[src/rtl/btn_sw_ctrl_if.sv]
// Data-bus port bundle for the switch/button peripheral.
// The core drives the master side; the peripheral answers with registered read data.
interface btn_sw_ctrl_if;
  logic        req_i;
  logic        we_i;
  logic [31:0] addr_i;
  logic [3:0]  be_i;
  logic [31:0] wdata_i;
  logic [31:0] rdata_o;

  modport master (output req_i, we_i, addr_i, be_i, wdata_i, input rdata_o);
  modport slave  (input req_i, we_i, addr_i, be_i, wdata_i, output rdata_o);
endinterface

[src/rtl/btn_sw_ctrl.sv]
// Switch/button input peripheral: 2-flop sync, tick-based debounce per pad,
// sticky W1C event register with maskable level interrupt, registered reads.
module btn_sw_ctrl_db #(
  parameter int DB_TICKS = 10
) (
  input  logic clk_i,
  input  logic rst_ni,
  input  logic tick_i,
  input  logic d_i,
  output logic stable_o,
  output logic acc_o
);
  localparam int CW = (DB_TICKS > 1) ? $clog2(DB_TICKS) : 1;

  logic [CW-1:0] cnt;

  // acc_o flags the edge on which stable_o takes the new level
  assign acc_o = (d_i != stable_o) & tick_i & (cnt == CW'(DB_TICKS - 1));

  always_ff @(posedge clk_i or negedge rst_ni) begin
    if (!rst_ni) begin
      stable_o <= 1'b0;
      cnt      <= '0;
    end else if (d_i == stable_o) begin
      cnt <= '0;
    end else if (tick_i) begin
      if (cnt == CW'(DB_TICKS - 1)) begin
        stable_o <= d_i;
        cnt      <= '0;
      end else begin
        cnt <= cnt + 1'b1;
      end
    end
  end
endmodule

module btn_sw_ctrl #(
  parameter int N_SW     = 16,
  parameter int N_BTN    = 5,
  parameter int TICK_DIV = 100000,
  parameter int DB_TICKS = 10
) (
  input  logic             clk_i,
  input  logic             rst_ni,
  input  logic [N_SW-1:0]  sw_i,
  input  logic [N_BTN-1:0] btn_i,
  btn_sw_ctrl_if.slave     bus,
  output logic             irq_o
);
  localparam int N_IN = N_SW + N_BTN;
  localparam int TW   = $clog2(TICK_DIV);

  logic [N_IN-1:0] sync1, sync2, stable, acc;
  logic [TW-1:0]   tick_cnt;
  logic            tick;
  logic [8:0]      evt, irq_mask, ev_set, ev_clr;
  logic [31:0]     rd_val;
  logic            wr_en, rd_en;
  logic [1:0]      sel;
  logic            unused_bits;

  assign unused_bits = ^{bus.addr_i[31:4], bus.addr_i[1:0], bus.be_i[3:1], bus.wdata_i[31:9]};

  always_ff @(posedge clk_i or negedge rst_ni) begin
    if (!rst_ni) begin
      sync1 <= '0;
      sync2 <= '0;
    end else begin
      sync1 <= {btn_i, sw_i};
      sync2 <= sync1;
    end
  end

  assign tick = (tick_cnt == TW'(TICK_DIV - 1));

  always_ff @(posedge clk_i or negedge rst_ni) begin
    if (!rst_ni)   tick_cnt <= '0;
    else if (tick) tick_cnt <= '0;
    else           tick_cnt <= tick_cnt + 1'b1;
  end

  btn_sw_ctrl_db #(.DB_TICKS(DB_TICKS)) u_db [N_IN-1:0] (
    .clk_i    (clk_i),
    .rst_ni   (rst_ni),
    .tick_i   (tick),
    .d_i      (sync2),
    .stable_o (stable),
    .acc_o    (acc)
  );

  assign sel   = bus.addr_i[3:2];
  assign wr_en = bus.req_i & bus.we_i & bus.be_i[0];
  assign rd_en = bus.req_i & ~bus.we_i;

  // Button events fire on accepted rising edges only; any switch change sets bit 8
  always_comb begin
    ev_set             = '0;
    ev_set[N_BTN-1:0]  = acc[N_IN-1:N_SW] & sync2[N_IN-1:N_SW];
    ev_set[8]          = |acc[N_SW-1:0];
    ev_clr             = (wr_en && sel == 2'd2) ? bus.wdata_i[8:0] : 9'd0;
  end

  always_comb begin
    rd_val = '0;
    case (sel)
      2'd0: rd_val[N_SW-1:0]  = stable[N_SW-1:0];
      2'd1: rd_val[N_BTN-1:0] = stable[N_IN-1:N_SW];
      2'd2: rd_val[8:0]       = evt;
      default: rd_val[8:0]    = irq_mask;
    endcase
  end

  // Set is ORed in after the clear so a colliding event survives the W1C
  always_ff @(posedge clk_i or negedge rst_ni) begin
    if (!rst_ni) begin
      evt         <= '0;
      irq_mask    <= '0;
      irq_o       <= 1'b0;
      bus.rdata_o <= '0;
    end else begin
      evt   <= (evt & ~ev_clr) | ev_set;
      irq_o <= |(evt & irq_mask);
      if (wr_en && sel == 2'd3) irq_mask <= bus.wdata_i[8:0];
      if (rd_en) bus.rdata_o <= rd_val;
    end
  end
endmodule

[src/flat_wrapper.sv]
// flat-port wrapper written by rule: the top's interface ports become plain ports
module btn_sw_ctrl_flat 
#(
  parameter int N_SW     = 16,
  parameter int N_BTN    = 5,
  parameter int TICK_DIV = 100000,
  parameter int DB_TICKS = 10
)
  (clk_i, rst_ni, sw_i, btn_i, irq_o, bus_req_i, bus_we_i, bus_addr_i, bus_be_i, bus_wdata_i, bus_rdata_o);
  btn_sw_ctrl_if bus_i ();
  input  logic clk_i;
  input  logic rst_ni;
  input  logic [N_SW-1:0] sw_i;
  input  logic [N_BTN-1:0] btn_i;
  output logic irq_o;
  input wire logic [$bits(bus_i.req_i)-1:0] bus_req_i;
  input wire logic [$bits(bus_i.we_i)-1:0] bus_we_i;
  input wire logic [$bits(bus_i.addr_i)-1:0] bus_addr_i;
  input wire logic [$bits(bus_i.be_i)-1:0] bus_be_i;
  input wire logic [$bits(bus_i.wdata_i)-1:0] bus_wdata_i;
  output wire logic [$bits(bus_i.rdata_o)-1:0] bus_rdata_o;
  assign bus_i.req_i = bus_req_i;
  assign bus_i.we_i = bus_we_i;
  assign bus_i.addr_i = bus_addr_i;
  assign bus_i.be_i = bus_be_i;
  assign bus_i.wdata_i = bus_wdata_i;
  assign bus_rdata_o = bus_i.rdata_o;
  btn_sw_ctrl #(.N_SW(N_SW), .N_BTN(N_BTN), .TICK_DIV(TICK_DIV), .DB_TICKS(DB_TICKS)) u_core (.clk_i(clk_i), .rst_ni(rst_ni), .sw_i(sw_i), .btn_i(btn_i), .bus(bus_i), .irq_o(irq_o));
endmodule
[config.mk]
export PLATFORM = sky130hd
export DESIGN_NAME = btn_sw_ctrl_flat
export DESIGN_NICKNAME = d
export VERILOG_FILES = /design/src/rtl/btn_sw_ctrl_if.sv /design/src/rtl/btn_sw_ctrl.sv /design/src/flat_wrapper.sv
export SDC_FILE = /design/constraint.sdc
export NUM_CORES = 1
export LEC_CHECK = 0
export CAP_MARGIN = 20
export CORE_MARGIN = 2
export CORE_UTILIZATION = 25
export CTS_CLUSTER_SIZE = 28
export DETAILED_ROUTE_END_ITERATION = 7
export PLACE_DENSITY = 0.52
export SYNTH_ARGS = -nofsm -noshare
export SYNTH_HDL_FRONTEND = slang
export SYNTH_SLANG_ARGS = --single-unit
[constraint.sdc]
create_clock -name clk_i -period 2.1 [get_ports clk_i]
set_input_delay 0.315 -clock clk_i [delete_from_list [all_inputs] [get_ports clk_i]]
set_output_delay 0.315 -clock clk_i [all_outputs]
set_load 0.03 [all_outputs]
==> run metrics <==
GRT Util Overall 11.28%; Non-Filler Instances 1490; setup ws final 0.1287 ns; CTS clk-pin slew, worst paths 0.08 ns; placed insts 1455; hold crit path type in2reg; Async SR Flop Fraction 100.0%; power density cells 699.9 nW/um^2; routability cong. 0.7496; placed cell area 10760 sq um; antenna cells 0; Final Slew Violations 0; first-iteration detailed-routing DRC count 297; share of cells above drive strength 1 12.23%; vias in the first global route 6440; initial antenna violation count 0; CTS buffer count 17; sequential share of the synthesized area 53.58%; FF+latch area 4980 sq um; WHS 0.2985 ns; final routed DRC violation total 0; clk_lat worst skew 0.45 ns; Critical Path RT 2.47 ns; length of routed met2 wiring 9686 um; Multi-input gate area 4040 sq um; final setup fails 0; CTS max path bufs 2; drt first pass iters 6; Total Power 7.974 mW; Tmin final 1.971 ns; status complete, no violations; FMAX 507.3 MHz; post-place setup slack 0.01487 ns; Root Driver clkbuf_16; hpwl dp 14400 um; CP endpoint kind register; H-tree Lvls 4; Cell Area, Synth 9294 sq um; Static Leakage 4.982 nW; fin area 11390 sq um; I/O Buffers 53; DIE WIDTH 196.8 um; synthesized flop and latch total 199; final worst path period share 93.87%; Top Layer Used met4; met3 WL 594 um; # fillers 3771; I/O pin total 126; Post-synth EDFFs 0; Reg2Reg Depth 7; Final Hold Viols 0; Setup crit start kind register; Final #Nets 1145; wire per inst 14.11 um; final wirelength 21020 um; largest net degree at the start of global routing 72; synth-to-layout area growth 22.58%; worst ir drop on vdd 0.0004454 V; chip height 196.8 um; Hold Crit Depth 1; Mapped Cells 903; Data arrival, critical path 2.34 ns; Max-cap violations 0; Num Clock Sinks 199; clock skew 0.01218 ns; Initial Utilization 25.39%; Warnings, synthesis 0; die area 38730 sq um; post-DR vias/cell 4.500; mean post-synth cell area 10.29 sq um; Rows 70; TritonCTS clock tree done; number of nets still failing antenna checks after routing 0; global route overflow 0; kind of critical path reg2reg; M1 WL 10520 um; distinct cell type count after synthesis 46; core region area 36610 sq um; dominant synthesized flop cell dfrtp_1; crit-path max FO 60; first-pass GRT wire length 34420 um; via count 6705
-- placed cells by master (no fill, tap or decap), drive strengths merged, types with 6 or more instances in the layout --
cell type / synthesis / layout
nand2: 144 / 144
nand2b: 7 / 7
dfrtp: 199 / 199
clkbuf: 14 / 19
a31oi: 16 / 16
mux2: 23 / 23
a21oi: 69 / 69
ha: 43 / 43
nand3: 59 / 59
o21a: 21 / 21
and3: 6 / 6
a22o: 9 / 9
xnor2: 27 / 27
o22ai: 8 / 8
inv: 23 / 33
clkdlybuf4s50: 0 / 52
nor2: 54 / 54
conb: 1 / 16
buf: 30 / 62
or3: 64 / 64
xor2: 7 / 7
nand3b: 16 / 16
o21ai: 25 / 25
-- cell type report --
class / count / share of cell area [%]
flip-flops and latches: 199 / 43.71
multi-input cells: 652 / 35.46
repair buffers: 116 / 9.764
well taps: 468 / 5.140
clock buffers: 18 / 3.855
clock inverters: 14 / 1.307
inverters: 23 / 0.7578
-- worst paths after layout --
kind | slack [ns] | to | startpoint
max | 0.13 | u_core.u_db[6].cnt[1] | u_core.tick_cnt[13]
min | 0.30 | u_core.sync1[18] | btn_i[2]
max reg2reg | 0.13 | u_core.u_db[6].cnt[1] | u_core.tick_cnt[13]
min reg2reg | 0.35 | u_core.sync2[20] | u_core.sync1[20]
max in group asynchronous | 1.06 | u_core.bus.rdata_o[4] | rst_ni
min in group asynchronous | 0.31 | u_core.sync2[13] | rst_ni
-- per-layer routing --
layer	GRT usage [%]	up-vias
met1	15.78	3282
met4	3.147	0
met5	0	-
met3	2.122	13
met2	17.84	91
li1	-	3319
-- kinds of logic after synthesis --
family	share of synthesized area, %
AOI/OAI and AO/OA	10.65
adders and majority gates	5.789
DFF	53.58
xor gates and xnor gates	3.204
buffers and inverters	3.581
and+or+nand+nor	19.16
muxes	3.998
other	0.04035
-- registers in the layout, summed over array words and instances, names as in the netlist --
signal	cells
u_core.u_db.cnt	84
u_core.sync1	21
u_core.sync2	21
u_core.u_db.stable_o	21
u_core.tick_cnt	17
u_core.bus.rdata_o	16
u_core.evt	9
u_core.irq_mask	9
u_core.irq_o	1
-- timing repair --
item	4_1_cts	5_1_grt
hold buffers	1	0
setup buffers	0	2
resized for setup	0	5
hold endpoints to repair	21	0
setup endpoints to repair	0	52
-- report_power, final --
group / internal [mW] / switching (mW) / total [mW] / leakage [nW]
combinational: 0.280 / 0.336 / 0.615 / 2.06
clock: 1.63 / 1.67 / 3.30 / 0.288
sequential: 3.96 / 0.0906 / 4.06 / 2.63
-- critical path, cell delays in order, from the launching register on --
cell	delay, ns
dfrtp_1	0.38
nand4bb_1	0.25
nor4_4	0.24
buf_4	0.19
nand2_2	0.10
buf_12	0.21
or3_1	0.37
a21oi_1	0.16
-- metrics by stage --
step	setup TNS, ns	util [%]
2_1_floorplan	0	-
3_3_place_gp	0	29.40
3_5_place_dp	0	29.40
4_1_cts	0	31.03
5_1_grt	-0.01120	31.12
6_report	0	31.12
-- Yosys cell counts, drive strengths merged (2+ instances only) --
cell,n,area share (%)
mux4,5,1.2
o21a,21,1.7
xor2,7,0.66
mux2,23,2.8
a22o,9,0.85
clkbuf,14,0.62
nand3,59,3.2
a211oi,5,0.40
o21ai,25,1.3
nor3,2,0.11
ha,43,5.8
and4,2,0.19
inv,23,0.93
and3,6,0.40
nand2b,7,0.47
nand3b,16,1.3
xnor2,27,2.5
a21boi,3,0.24
o22ai,8,0.54
a31oi,16,1.1
nand2,144,5.8
nor2,54,2.2
nand4,4,0.27
buf,30,2.0
or3,64,4.3
and2,2,0.13
a22oi,5,0.40
a21oi,69,3.7
dfrtp,199,54
No activity file was read; power rests on OpenSTA's default activity.
